<file path="config.mk">
export PLATFORM = sky130hd
export DESIGN_NAME = dmem_arbiter
export DESIGN_NICKNAME = d
export VERILOG_FILES = /design/src/rtl/dmem_pkg.sv /design/src/rtl/dmem_arbiter_starve_counter.sv /design/src/rtl/dmem_arbiter.sv
export SDC_FILE = /design/constraint.sdc
export NUM_CORES = 1
export LEC_CHECK = 0
export BUFFER_PORTS_ARGS = -buffer_cell sky130_fd_sc_hd__buf_4
export CORE_ASPECT_RATIO = 0.6
export CORE_UTILIZATION = 39
export DETAILED_ROUTE_END_ITERATION = 8
export PLACE_DENSITY = 0.95
export SLEW_MARGIN = 0
export SYNTH_ARGS = -nofsm -noshare
export SYNTH_HDL_FRONTEND = slang
export SYNTH_SLANG_ARGS = --single-unit
</file>
<file path="constraint.sdc">
create_clock -name clk -period 2.5 [get_ports clk]
set_input_delay 0.125 -clock clk [delete_from_list [all_inputs] [get_ports clk]]
set_output_delay 0.125 -clock clk [all_outputs]
set_load 0.01 [all_outputs]
</file>
<file path="src/rtl/dmem_pkg.sv">
// Shared definitions for the data memory, its arbiter and the instruction controller.
// Holds the owner encoding and the default data/address widths.
package dmem_pkg;

    localparam int DMEM_WIDTH   = 16;
    localparam int DMEM_ADDR_W  = 8;
    localparam int STARVE_CNT_W = 4;

    typedef enum logic [1:0] {
        NONE = 2'd0,
        CPU  = 2'd1,
        DBG  = 2'd2
    } owner_t;

    function automatic owner_t grant_owner(input logic cpu_gnt, input logic dbg_gnt);
        if (cpu_gnt) begin
            return CPU;
        end else if (dbg_gnt) begin
            return DBG;
        end
        return NONE;
    endfunction

endpackage

</file>
<file path="src/rtl/dmem_arbiter_starve_counter.sv">
// Saturating starvation counter for the debug port of dmem_arbiter.
// Clear has priority over increment; o_at_max flags the STARVE_MAX threshold.
module starve_counter
    import dmem_pkg::*;
#(
    parameter int STARVE_MAX = 4
) (
    input  logic clk,
    input  logic reset_n,
    input  logic i_clr,
    input  logic i_inc,
    output logic o_at_max
);

    localparam logic [STARVE_CNT_W-1:0] MAX_VAL = STARVE_CNT_W'(STARVE_MAX);

    logic [STARVE_CNT_W-1:0] r_cnt;

    always_ff @(posedge clk or negedge reset_n) begin
        if (!reset_n) begin
            r_cnt <= '0;
        end else if (i_clr) begin
            r_cnt <= '0;
        end else if (i_inc && (r_cnt != MAX_VAL)) begin
            r_cnt <= r_cnt + 1'b1;
        end
    end

    assign o_at_max = (r_cnt == MAX_VAL);

endmodule

</file>
<file path="src/rtl/dmem_arbiter.sv">
// Two-requester (CPU, debug) arbiter for the single-port synchronous data memory.
// Optional feature: define DMEM_ARB_LOCK_EN to add the dbg_lock bulk-load input.
module dmem_arbiter
    import dmem_pkg::*;
#(
    parameter int WIDTH      = DMEM_WIDTH,
    parameter int D_ADDR_W   = DMEM_ADDR_W,
    parameter int STARVE_MAX = 4
) (
    input  logic                clk,
    input  logic                reset_n,
    input  logic                cpu_req,
    input  logic                cpu_wr,
    input  logic [D_ADDR_W-1:0] cpu_addr,
    input  logic [WIDTH-1:0]    cpu_wdata,
    output logic                cpu_gnt,
    output logic                cpu_rvalid,
    output logic [WIDTH-1:0]    cpu_rdata,
    input  logic                dbg_req,
    input  logic                dbg_wr,
    input  logic [D_ADDR_W-1:0] dbg_addr,
    input  logic [WIDTH-1:0]    dbg_wdata,
    output logic                dbg_gnt,
    output logic                dbg_rvalid,
    output logic [WIDTH-1:0]    dbg_rdata,
`ifdef DMEM_ARB_LOCK_EN
    input  logic                dbg_lock,
`endif
    output logic [D_ADDR_W-1:0] mem_addr,
    output logic                mem_wr,
    output logic [WIDTH-1:0]    mem_wdata,
    input  logic [WIDTH-1:0]    mem_rdata,
    output logic [1:0]          owner
);

    // Handshake: a requester holds req/wr/addr/wdata stable until it samples
    // its gnt high at a rising edge; that edge completes the access. Reads
    // return one cycle later with *_rvalid high for exactly one cycle.

    logic                w_lock;
    logic                w_at_max;
    logic                w_dbg_wins;
    logic                w_cpu_gnt;
    logic                w_dbg_gnt;
    logic [D_ADDR_W-1:0] w_mem_addr;
    logic [WIDTH-1:0]    w_mem_wdata;
    logic                w_mem_wr;

    logic [D_ADDR_W-1:0] r_last_addr;
    owner_t              r_owner;
    owner_t              r_tag;

`ifdef DMEM_ARB_LOCK_EN
    assign w_lock = dbg_lock;
`else
    assign w_lock = 1'b0;
`endif

    // Debug takes the cycle when alone, when starved out, or while locked.
    assign w_dbg_wins = dbg_req && (w_lock || !cpu_req || w_at_max);
    assign w_dbg_gnt  = reset_n && w_dbg_wins;
    assign w_cpu_gnt  = reset_n && cpu_req && !w_dbg_wins && !w_lock;

    starve_counter #(
        .STARVE_MAX(STARVE_MAX)
    ) u_starve (
        .clk     (clk),
        .reset_n (reset_n),
        .i_clr   (w_dbg_gnt || !dbg_req || w_lock),
        .i_inc   (dbg_req && !w_dbg_gnt),
        .o_at_max(w_at_max)
    );

    always_comb begin
        w_mem_addr  = r_last_addr;
        w_mem_wdata = cpu_wdata;
        w_mem_wr    = 1'b0;
        if (w_cpu_gnt) begin
            w_mem_addr  = cpu_addr;
            w_mem_wdata = cpu_wdata;
            w_mem_wr    = cpu_wr;
        end else if (w_dbg_gnt) begin
            w_mem_addr  = dbg_addr;
            w_mem_wdata = dbg_wdata;
            w_mem_wr    = dbg_wr;
        end
    end

    // The tag remembers which port a read belongs to so the returning data
    // is flagged on the right rvalid; an async reset drops it outright.
    always_ff @(posedge clk or negedge reset_n) begin
        if (!reset_n) begin
            r_last_addr <= '0;
            r_owner     <= NONE;
            r_tag       <= NONE;
        end else begin
            r_last_addr <= w_mem_addr;
            r_owner     <= grant_owner(w_cpu_gnt, w_dbg_gnt);
            r_tag       <= grant_owner(w_cpu_gnt && !cpu_wr, w_dbg_gnt && !dbg_wr);
        end
    end

    assign cpu_gnt    = w_cpu_gnt;
    assign dbg_gnt    = w_dbg_gnt;
    assign mem_addr   = w_mem_addr;
    assign mem_wdata  = w_mem_wdata;
    assign mem_wr     = w_mem_wr;
    assign cpu_rvalid = (r_tag == CPU);
    assign dbg_rvalid = (r_tag == DBG);
    assign cpu_rdata  = mem_rdata;
    assign dbg_rdata  = mem_rdata;
    assign owner      = r_owner;

endmodule

</file>
==> metrics.yaml, run 1 <==
run_status:
  status: "finished, final reports clean"
clock_network:
  cts_buffer_depth: 2
  htree_levels: 1
  cts_setup_buffers: 0
  clk_pin_slew_ps: 50
  cts_root_buffer: "clkbuf_8"
  numCtsBuffers: 3
  clkLatencyLatePin_ps: 240
  cts_tree: "done"
  clkSinkCount: 16
sta:
  finalHoldViolCount: 0
  relSlewSlack_pct: 72.1
  finalClockSkew_ps: 1.05
  slew_violations: 0
  worst_pin_slew_ps: 419
  finalSetupViolations: 0
  rsz0062_at_grt: "false"
  post-route-min-period_ps: 2330
  tns_ps: 0
  max_clock_freq_mhz: 429
  min_period_over_period_pct: 93.2
cells_and_area:
  nNetsFinal: 261
  regArea_um2: 400
  n_antenna_cell: 0
  drive_above_1_share_pct: 57.8
  fin_util_pct: 55.2
  multi_input_area_um2: 641
  syn_to_final_growth_pct: 34.6
  fillers: 303
routing:
  routed_wl_um: 3360
  drt_iter0_markers: 40
  antenna_left: 0
  wl_per_cell_um: 14.5
  drc: 0
  viasPerCell: 5.26
  vias: 1221
  drt_first_pass_iters: 4
yosys:
  synthTopCellsByArea: "dfrtp_1, buf_4, o32ai_1"
  ys_seq_area_share_pct: 29.9
  avgSynthCellArea_um2: 9.84
  synth_edf_count: 0
  syn_area_um2: 1340
  syn_nets: 208
  netlist_top_cells_count: "buf_4, nor3_1, dfrtp_1, o32ai_1, mux2_2"
  ys_seq_elements: 16
  netlist_instances: 136
  synth_ff_type: "dfrtp_1"
  synth.largest_area_cell: "dfrtp_1"
  post-synth-top-count-cell: "buf_4"
  ys_types: 27
  netlist.area_leader.share_pct: 29.9
  synthArstFlopShare_pct: 100
  yosys_warnings: 0
setup_path:
  critPathCapture: "mem_wdata[5]"
  cp-start-kind: "register"
  timing.rr.start: "u_starve.r_cnt[0]$_DFFE_PN0P_"
  rr_endpoint: "r_last_addr[3]$_DFF_PN0_"
  startpoint: "u_starve.r_cnt[0]$_DFFE_PN0P_"
  rr_worst_depth: 5
  regToRegSetupSlack_ps: 690
  crit_arrival_ps: 2210
  critPathKind: "register to primary output"
  required_ps: 2380
  cp_max_fo: 19
  critPathCaptureType: "primary output"
power_and_ir_drop:
  leakage_nw: 0.865
  seq_power_share_pct: 39.4
  p_per_area_nw_per_um2: 434
  ir_worst_vdd_mv: 0.215
  swShare_pct: 28.4
  power_switching_w: 0.000222
  power.share.clock_pct: 22.9
  p_int_w: 0.000561
  pwr-share-comb_pct: 37.8
die:
  num_io_pins: 133
  initial_core_util_pct: 41.0
  fp.dieW_um: 77.6
  die_y_um: 47.4
  row_count: 16
  core_um2: 3260
  dieArea_um2: 3680
grt:
  antenna_found_initial: 0
  grt_start_max_net_pins: 29
  grt-ovfl-total: 0
  grt_pass1_vias: 1083
  grt_usage_pct: 16.9
  grt_pass1_wl_um: 4670
hold_path:
  hp-class: "input port to register"
place:
  numPortBuffers: 84
  gp_congestion: 0.896
  hpwl_um: 2590
run:
  maxCapViolCount: 0
metrics by stage:
step | setup WS, ps | area [um^2] | cells | power (W) | hold slack [ps]
6_report | 170 | 1800 | 232 | 0.000783 | 37.9
5_1_grt | 58.8 | 1800 | 232 | 0.000827 | 27.7
4_1_cts | 168 | 1800 | 232 | 0.000790 | 33.8
2_1_floorplan | 778 | 1340 | 136 | 0.000497 | -171
3_3_place_gp | 514 | 1750 | 228 | 0.000594 | 33.7
3_5_place_dp | 420 | 1750 | 228 | 0.000606 | 34.2
power groups by stage:
| stage | clock network, W | registers (W) | logic (W) |
|---|---|---|---|
| after floorplan | 0 | 0.000307 | 0.000189 |
| after global placement | 0 | 0.000308 | 0.000286 |
| after detailed placement | 0 | 0.000311 | 0.000295 |
| after CTS | 0.000186 | 0.000306 | 0.000297 |
| after global routing | 0.000197 | 0.000311 | 0.000319 |
| final | 0.000179 | 0.000308 | 0.000296 |
final cells by class:
class / count / share of cell area [%]
inverters: 4 / 0.833
clock buffers: 3 / 2.29
well taps: 45 / 3.12
repair buffers: 86 / 36.0
multi-input cells: 78 / 35.6
flip-flops and latches: 16 / 22.2
cells in the final DEF, fill, tap and decap left out:
master and count:
nand3b_4 1, o32ai_1 16, dfrtp_1 16, mux2_4 7, nand2_2 1, a31oi_1 1
a22o_1 1, a21oi_1 2, dlygate4sd3_1 1, nor2b_1 4, buf_4 85, xnor2_1 1
clkbuf_8 3, inv_1 4, and4b_1 1, or2_2 1, nor3_1 18, mux2_2 9
nand2_1 2, nand3_1 1, ha_1 2, mux2i_1 2, a21oi_4 1, nand2b_1 1
nor2_1 6
what timing repair did:
action | in CTS | in global routing
hold buffers | 1 | 0
hold endpoints to repair | 16 | 0
resized for setup | 0 | 0
how the worst min path moves through the flow:
stage               slack [ps]     from  cells past startpoint                  endpoint
floorplan                 -170  reset_n                      0        owner[0]$_DFF_PN0_
global placement            30  reset_n                      1  r_last_addr[7]$_DFF_PN0_
detailed placement          30  reset_n                      1  r_last_addr[7]$_DFF_PN0_
CTS                         30   dbg_wr                      2        r_tag[1]$_DFF_PN0_
global route                30   dbg_wr                      2        r_tag[1]$_DFF_PN0_
finish                      40   dbg_wr                      2        r_tag[1]$_DFF_PN0_
sequential cells by signal, indices dropped and copies added (netlist names):
register,cells
owner,2
u_starve.r_cnt,4
r_tag,2
r_last_addr,8
cell families (layout without fill, tap and decap cells):
logic type | Yosys count | after routing | synth area share (%)
flip-flops | 16 | 16 | 29.9
XOR/XNOR | 1 | 1 | 0.654
buffers and inverters | 42 | 93 | 22.2
AO/OA/AOI/OAI | 21 | 21 | 13.6
multiplexers | 18 | 18 | 16.9
AND/OR/NAND/NOR | 36 | 36 | 14.9
adder cells (fa/ha/maj) | 2 | 2 | 1.87
worst max-delay path: stages, from the launching register on:
cell	delay, ps
dfrtp_1	420
inv_1	80
ha_1	260
nand3b_4	210
a21oi_4	190
buf_4	290
mux2_2	370
buf_4	140
metal layers:
metal | routed length (um) | GRT usage, % | part of all wire [%] | vias to the layer above
li1 | - | - | - | 570
met1 | 1430 | 20.3 | 43 | 572
met2 | 1590 | 29.7 | 47 | 75
met3 | 320 | 5.83 | 9.5 | 4
met4 | 22 | 5.66 | 0.65 | 0
met5 | 0 | 0 | 0 | -
No activity file was read; power rests on OpenSTA's default activity.
==> run 2: changes to the inputs <==
Settings changed: SETUP_SLACK_MARGIN set to 0.4.
==> run 2 against run 1 <==
Sequential power about the same. Sequential share of layout area shrank 0.73 points. Worst hold slack barely moved. Fmax up 15%. Non-clock buffer count is 2 higher. Utilization up 1.9 points. First-iteration DRC count grew 15%. Design area grew 3.4%. Die area is the same. Critical endpoint unchanged. Highest routed layer unchanged.
==> metrics.yaml, run 2 (same netlist as run 1, synthesis figures left out) <==
run_status:
  status: "finished, final reports clean"
place:
  dp_slack_ps: 420  # unchanged
  numPortBuffers: 84  # unchanged
  gp_congestion: 0.896  # unchanged
  place_area_um2: 1750  # unchanged
  hpwl_um: 2590  # unchanged
clock_network:
  numCtsBuffers: 3  # unchanged
  cts_buffer_depth: 2  # unchanged
  clk_pin_slew_ps: 50  # about the same
  clkSinkCount: 16  # unchanged
  htree_levels: 1  # unchanged
  cts_tree: "done"
  clkLatencyLatePin_ps: 240  # about the same
  cts_root_buffer: "clkbuf_8"
cells_and_area:
  drive_above_1_share_pct: 59.3  # +1.5 points
  reg_top3: "r_last_addr x8, u_starve.r_cnt x4"
  final_cell_mix: "buf_4, nor3_1, o32ai_1, dfrtp_1, mux2_2"
  design_area_um2: 1860  # +3.4%
  fillers: 294  # -3.0%
  layout_commonest_cell: "buf_4"
  nNetsFinal: 263  # +0.77%
  syn_to_final_growth_pct: 39.2
  n_antenna_cell: 0  # unchanged
  largest_reg_flops: 8  # unchanged
  top_register: "r_last_addr"
hold_path:
  worstHoldStart: "dbg_wr"
  hp-class: "input port to register"
  whs_path_depth: 2  # unchanged
  hold_end: "r_tag[1]$_DFF_PN0_"
routing:
  antenna_left: 0  # unchanged
  drc: 0  # unchanged
  wl_per_cell_um: 15.3  # +5.5%
  viasPerCell: 5.34  # +1.5%
  vias: 1250  # +2.4%
  routed_wl_um: 3580  # +6.4%
  drt_iter0_markers: 46  # +15%
  drt_first_pass_iters: 4  # unchanged
setup_path:
  cp_max_fo: 10  # -9
  cp-start-kind: "register"
  regToRegSetupSlack_ps: 860  # +170 ps
  crit_arrival_ps: 1910  # -300 ps
  rr_endpoint: "r_last_addr[3]$_DFF_PN0_"
  required_ps: 2380  # about the same
  rr_worst_depth: 6  # +1
  timing.rr.start: "u_starve.r_cnt[0]$_DFFE_PN0P_"
  critPathCaptureType: "primary output"
  critPathKind: "register to primary output"
sta:
  max_clock_freq_mhz: 492  # +15%
  slew_violations: 0  # unchanged
  relSlewSlack_pct: 51.3  # -21 points
  finalSetupViolations: 0  # unchanged
  rsz0062_at_grt: "true"
  post-route-min-period_ps: 2030  # -300 ps
  finalClockSkew_ps: 1.11  # +0.0562 ps
  tns_ps: 0  # unchanged
  worst_pin_slew_ps: 728  # +309 ps
  finalHoldViolCount: 0  # unchanged
  min_period_over_period_pct: 81.2  # -12 points
  fin_ws_ps: 469  # +300 ps
power_and_ir_drop:
  ir_worst_vdd_mv: 0.217  # +1.0%
  leakage_nw: 0.882  # +2.0%
  p_per_area_nw_per_um2: 430  # -0.99%
die:
  die_y_um: 47.4  # unchanged
  row_count: 16  # unchanged
  initial_core_util_pct: 41.0  # unchanged
  fp.dieW_um: 77.6  # unchanged
  core_um2: 3260  # unchanged
  num_io_pins: 133  # unchanged
  dieArea_um2: 3680  # unchanged
grt:
  grt_pass1_vias: 1101  # +1.7%
  grt-ovfl-total: 0  # unchanged
  grt_pass1_wl_um: 4860  # +4.0%
  grt_usage_pct: 17.7  # +0.79 points
  grt_start_max_net_pins: 20  # -31%
  antenna_found_initial: 0  # unchanged
run:
  maxCapViolCount: 0  # unchanged
-- run 2: cell type report --
| type | count | area [um^2] | area share, % |
|---|---|---|---|
| flip-flops and latches | 16 | 400 | 21.5 |
| multi-input cells | 78 | 657 | 35.3 |
| well taps | 45 | 56.3 | 3.02 |
| repair buffers | 88 | 693 | 37.2 |
| clock buffers | 3 | 41.3 | 2.22 |
| inverters | 4 | 15.0 | 0.806 |
-- run 2: metrics by stage --
step                utilization [%]  instances  total power [W]  hold WS (ps)
floorplan                         -        136         0.000497          -171
global placement               53.6        228         0.000594          33.7
detailed placement             53.6        228         0.000606          34.2
CTS                            55.7        233         0.000793          33.8
global route                   57.1        234         0.000843          29.0
finish                         57.1        234         0.000801          37.8
-- run 2: layer usage --
layer	track usage, %	vias to the layer above	share of wire, %
met4	5.66	0	0.48
met5	0	-	0
met1	21.2	578	40
met2	31.5	94	48
li1	-	574	-
met3	5.83	4	11
-- run 2: power breakdown --
group	switching, W	total [W]	internal (W)
clock network	0.0000735	0.000180	0.000106
registers	0.0000203	0.000308	0.000288
logic	0.000136	0.000313	0.000178
-- run 2: how the worst max path moves through the flow --
stage	start	end	slack (ps)	cells past startpoint
3_3_place_gp	u_starve.r_cnt[0]$_DFFE_PN0P_	mem_wdata[1]	510	7
3_5_place_dp	u_starve.r_cnt[0]$_DFFE_PN0P_	mem_wdata[5]	420	7
2_1_floorplan	u_starve.r_cnt[0]$_DFFE_PN0P_	mem_wdata[10]	780	6
5_1_grt	u_starve.r_cnt[0]$_DFFE_PN0P_	mem_wdata[7]	400	7
6_report	u_starve.r_cnt[0]$_DFFE_PN0P_	mem_wdata[5]	470	7
4_1_cts	u_starve.r_cnt[0]$_DFFE_PN0P_	mem_wdata[5]	400	7
-- run 2: repair_timing --
item / in CTS / in global routing
hold buffers: 1 / 0
setup endpoints to repair: 25 / 25
pin swaps: 0 / 1
setup buffers: 1 / 0
endpoints found under the hold margin: 16 / 0
gates cloned: 0 / 1
gates resized for setup: 3 / 4
-- run 2: critical path, stage by stage, from the launching register on --
cell,delay (ps)
dfrtp_1,420
inv_1,120
ha_4,170
nand3b_4,90
a21oi_4,210
buf_12,170
mux2_2,330
buf_4,140
==> run 3: changes to the inputs <==
Settings changed: CORE_UTILIZATION 39 to 36, PLACE_DENSITY 0.95 to 0.91.
Clock period 2.5 ns to 2 ns, I/O delays scaled along.
==> run 3 against run 2 <==
Sequential share of layout area decreased by 2.3 points. Cell count increased by 5.1%. Worst setup slack got worse by 390 ps. First-iteration DRC count down 39%. Flip-flop and latch count stayed put. Design area increased by 12%. Clock power is 61% higher. Register-to-register slack worse by 510 ps. Highest routed layer unchanged.
==> metrics.yaml, run 3 (same netlist as run 1, synthesis figures left out) <==
grt:
  grt_pass1_vias: 1347  # +22%
  grt_usage_pct: 20.1  # +2.4 points
  grt-ovfl-total: 0  # unchanged
  antenna_found_initial: 0  # unchanged
  grt_pass1_wl_um: 6070  # +25%
  grt_start_max_net_pins: 20  # unchanged
hold_path:
  worstHoldStart: "cpu_wr"
  whs_path_depth: 2  # unchanged
  hold_end: "r_tag[0]$_DFF_PN0_"
  hp-class: "input port to register"
place:
  numPortBuffers: 84  # unchanged
  dp_cells: 229  # +0.44%
  gp_congestion: 0.769  # -14%
  hpwl_um: 2770  # +7.0%
power_and_ir_drop:
  leakage_nw: 0.970  # +10%
  ir_worst_vdd_mv: 0.397  # +83%
  power_w: 0.00113  # +42%
  p_per_area_nw_per_um2: 544  # +26%
setup_path:
  crit_arrival_ps: 1820  # -90 ps
  regToRegSetupSlack_ps: 350  # -510 ps
  rr_worst_depth: 8  # +2
  cp_max_fo: 19  # +9
  cp-start-kind: "register"
  timing.rr.start: "u_starve.r_cnt[1]$_DFFE_PN0P_"
  critPathCaptureType: "primary output"
  rr_endpoint: "r_last_addr[2]$_DFF_PN0_"
  required_ps: 1900  # -480 ps
  critPathKind: "register to primary output"
sta:
  tns_ps: 0  # unchanged
  finalClockSkew_ps: 4.05  # +2.94 ps
  min_period_over_period_pct: 95.9
  finalHoldViolCount: 0  # unchanged
  slew_violations: 0  # unchanged
  max_clock_freq_mhz: 522
  post-route-min-period_ps: 1920
  worst_pin_slew_ps: 758  # +29.7 ps
  rsz0062_at_grt: "true"
  finalSetupViolations: 0  # unchanged
  relSlewSlack_pct: 49.3  # -2.0 points
routing:
  drt_first_pass_iters: 5  # +1
  viasPerCell: 5.33  # -0.24%
  vias: 1311  # +4.9%
  wl_met3_um: 394  # unchanged
  met2_length_um: 2040  # +18%
  routed_wl_um: 4070  # +14%
  antenna_left: 0  # unchanged
  wl_per_cell_um: 16.5  # +8.1%
  drc: 0  # unchanged
  top_layer_used: "met4"
  wl_met1_um: 1630  # +14%
  drt_iter0_markers: 28  # -39%
clock_network:
  clk_pin_slew_ps: 70  # +20 ps
  cts_tree: "done"
  cts_buffer_depth: 2  # unchanged
  clkSinkCount: 16  # unchanged
  cts_root_buffer: "clkbuf_8"
  numCtsBuffers: 3  # unchanged
  htree_levels: 1  # unchanged
  clkLatencyLatePin_ps: 250  # about the same
cells_and_area:
  final_cells: 246  # +5.1%
  final_cell_mix: "buf_4, dfrtp_1, nor3_1, o32ai_1, mux2_2"
  nNetsFinal: 274  # +4.2%
  drive_above_1_share_pct: 68.2  # +8.9 points
  largest_reg_flops: 8  # unchanged
  regArea_um2: 400  # unchanged
  top_register: "r_last_addr"
  multi_input_area_um2: 767  # +17%
  fillers: 306  # +4.1%
  n_antenna_cell: 0  # unchanged
  layout_commonest_cell: "buf_4"
  reg_top3: "r_last_addr x8, u_starve.r_cnt x4"
  syn_to_final_growth_pct: 55.8
die:
  fp.dieW_um: 80.7  # +4.0%
  dieArea_um2: 3970  # +8.0%
  num_io_pins: 133  # unchanged
  core_um2: 3400  # +4.3%
  initial_core_util_pct: 39.3  # -1.7 points
  die_y_um: 49.2  # +3.9%
  row_count: 16  # unchanged
run:
  maxCapViolCount: 0  # unchanged
run_status:
  status: "finished, final reports clean"
run 3: cell count changes in the layout (fill, tap and decap cells not counted), moves of 2 or more:
| cell | previous run | this run |
|---|---|---|
| inv_1 | 4 | 2 |
| o32ai_2 | 0 | 3 |
| o32ai_1 | 16 | 11 |
| nor3_1 | 18 | 13 |
| buf_4 | 85 | 90 |
| inv_2 | 0 | 2 |
| o32ai_4 | 0 | 2 |
| nor3_2 | 0 | 5 |
| buf_6 | 0 | 3 |
run 3: critical path, cell delays in order (launching register included):
cell and delay (ps):
dfrtp_1 390, inv_2 80, ha_4 160, nand3b_4 100, a21oi_4 160, buf_12 180, mux2_2 350, buf_4 140
run 3: worst max-delay path by stage:
stage | end | slack [ps] | startpoint | cells past startpoint
final | mem_wdata[1] | 80 | u_starve.r_cnt[1]$_DFFE_PN0P_ | 7
after detailed placement | mem_addr[0] | 250 | u_starve.r_cnt[0]$_DFFE_PN0P_ | 6
after floorplan | mem_wdata[10] | 400 | u_starve.r_cnt[0]$_DFFE_PN0P_ | 6
after global routing | mem_wdata[6] | 20 | u_starve.r_cnt[1]$_DFFE_PN0P_ | 7
after global placement | mem_wr | 290 | u_starve.r_cnt[0]$_DFFE_PN0P_ | 6
after CTS | mem_wdata[1] | 80 | u_starve.r_cnt[1]$_DFFE_PN0P_ | 7
run 3: final cells by class:
class | instances | area share, %
Multi-Input combinational cell | 79 | 36.8
Timing Repair Buffer | 98 | 38.0
Tap cell | 45 | 2.70
Inverter | 4 | 0.720
Sequential cell | 16 | 19.2
Clock buffer | 4 | 2.64
run 3: layer usage:
metal / GRT usage, % / vias up
met3: 7.66 / 2
li1: - / 603
met4: 4.46 / 0
met2: 34.5 / 72
met1: 23.6 / 634
met5: 0 / -
run 3: through the flow:
step / utilization, % / setup WS [ps] / hold slack [ps] / instance area, um^2
global route: 61.3 / 17.9 / 12.2 / 2090
CTS: 59.1 / 85.0 / 5.74 / 2010
floorplan: - / 402 / -196 / 1350
detailed placement: 52.4 / 249 / 22.8 / 1780
finish: 61.3 / 82.7 / 6.82 / 2090
global placement: 52.4 / 286 / 17.1 / 1780
run 3: power breakdown:
group | internal, W | switching (W)
clock network | 0.000175 | 0.000114
logic | 0.000266 | 0.000195
registers | 0.000359 | 0.0000253
total | 0.000800 | 0.000334
run 3: repair_timing:
item,CTS,global route
cloned,2,0
endpoints found under the hold margin,17,0
buffers inserted,8,1
endpoints found under the setup margin,28,34
gates resized for setup,13,10
hold buffers,2,0
pin swaps,4,0
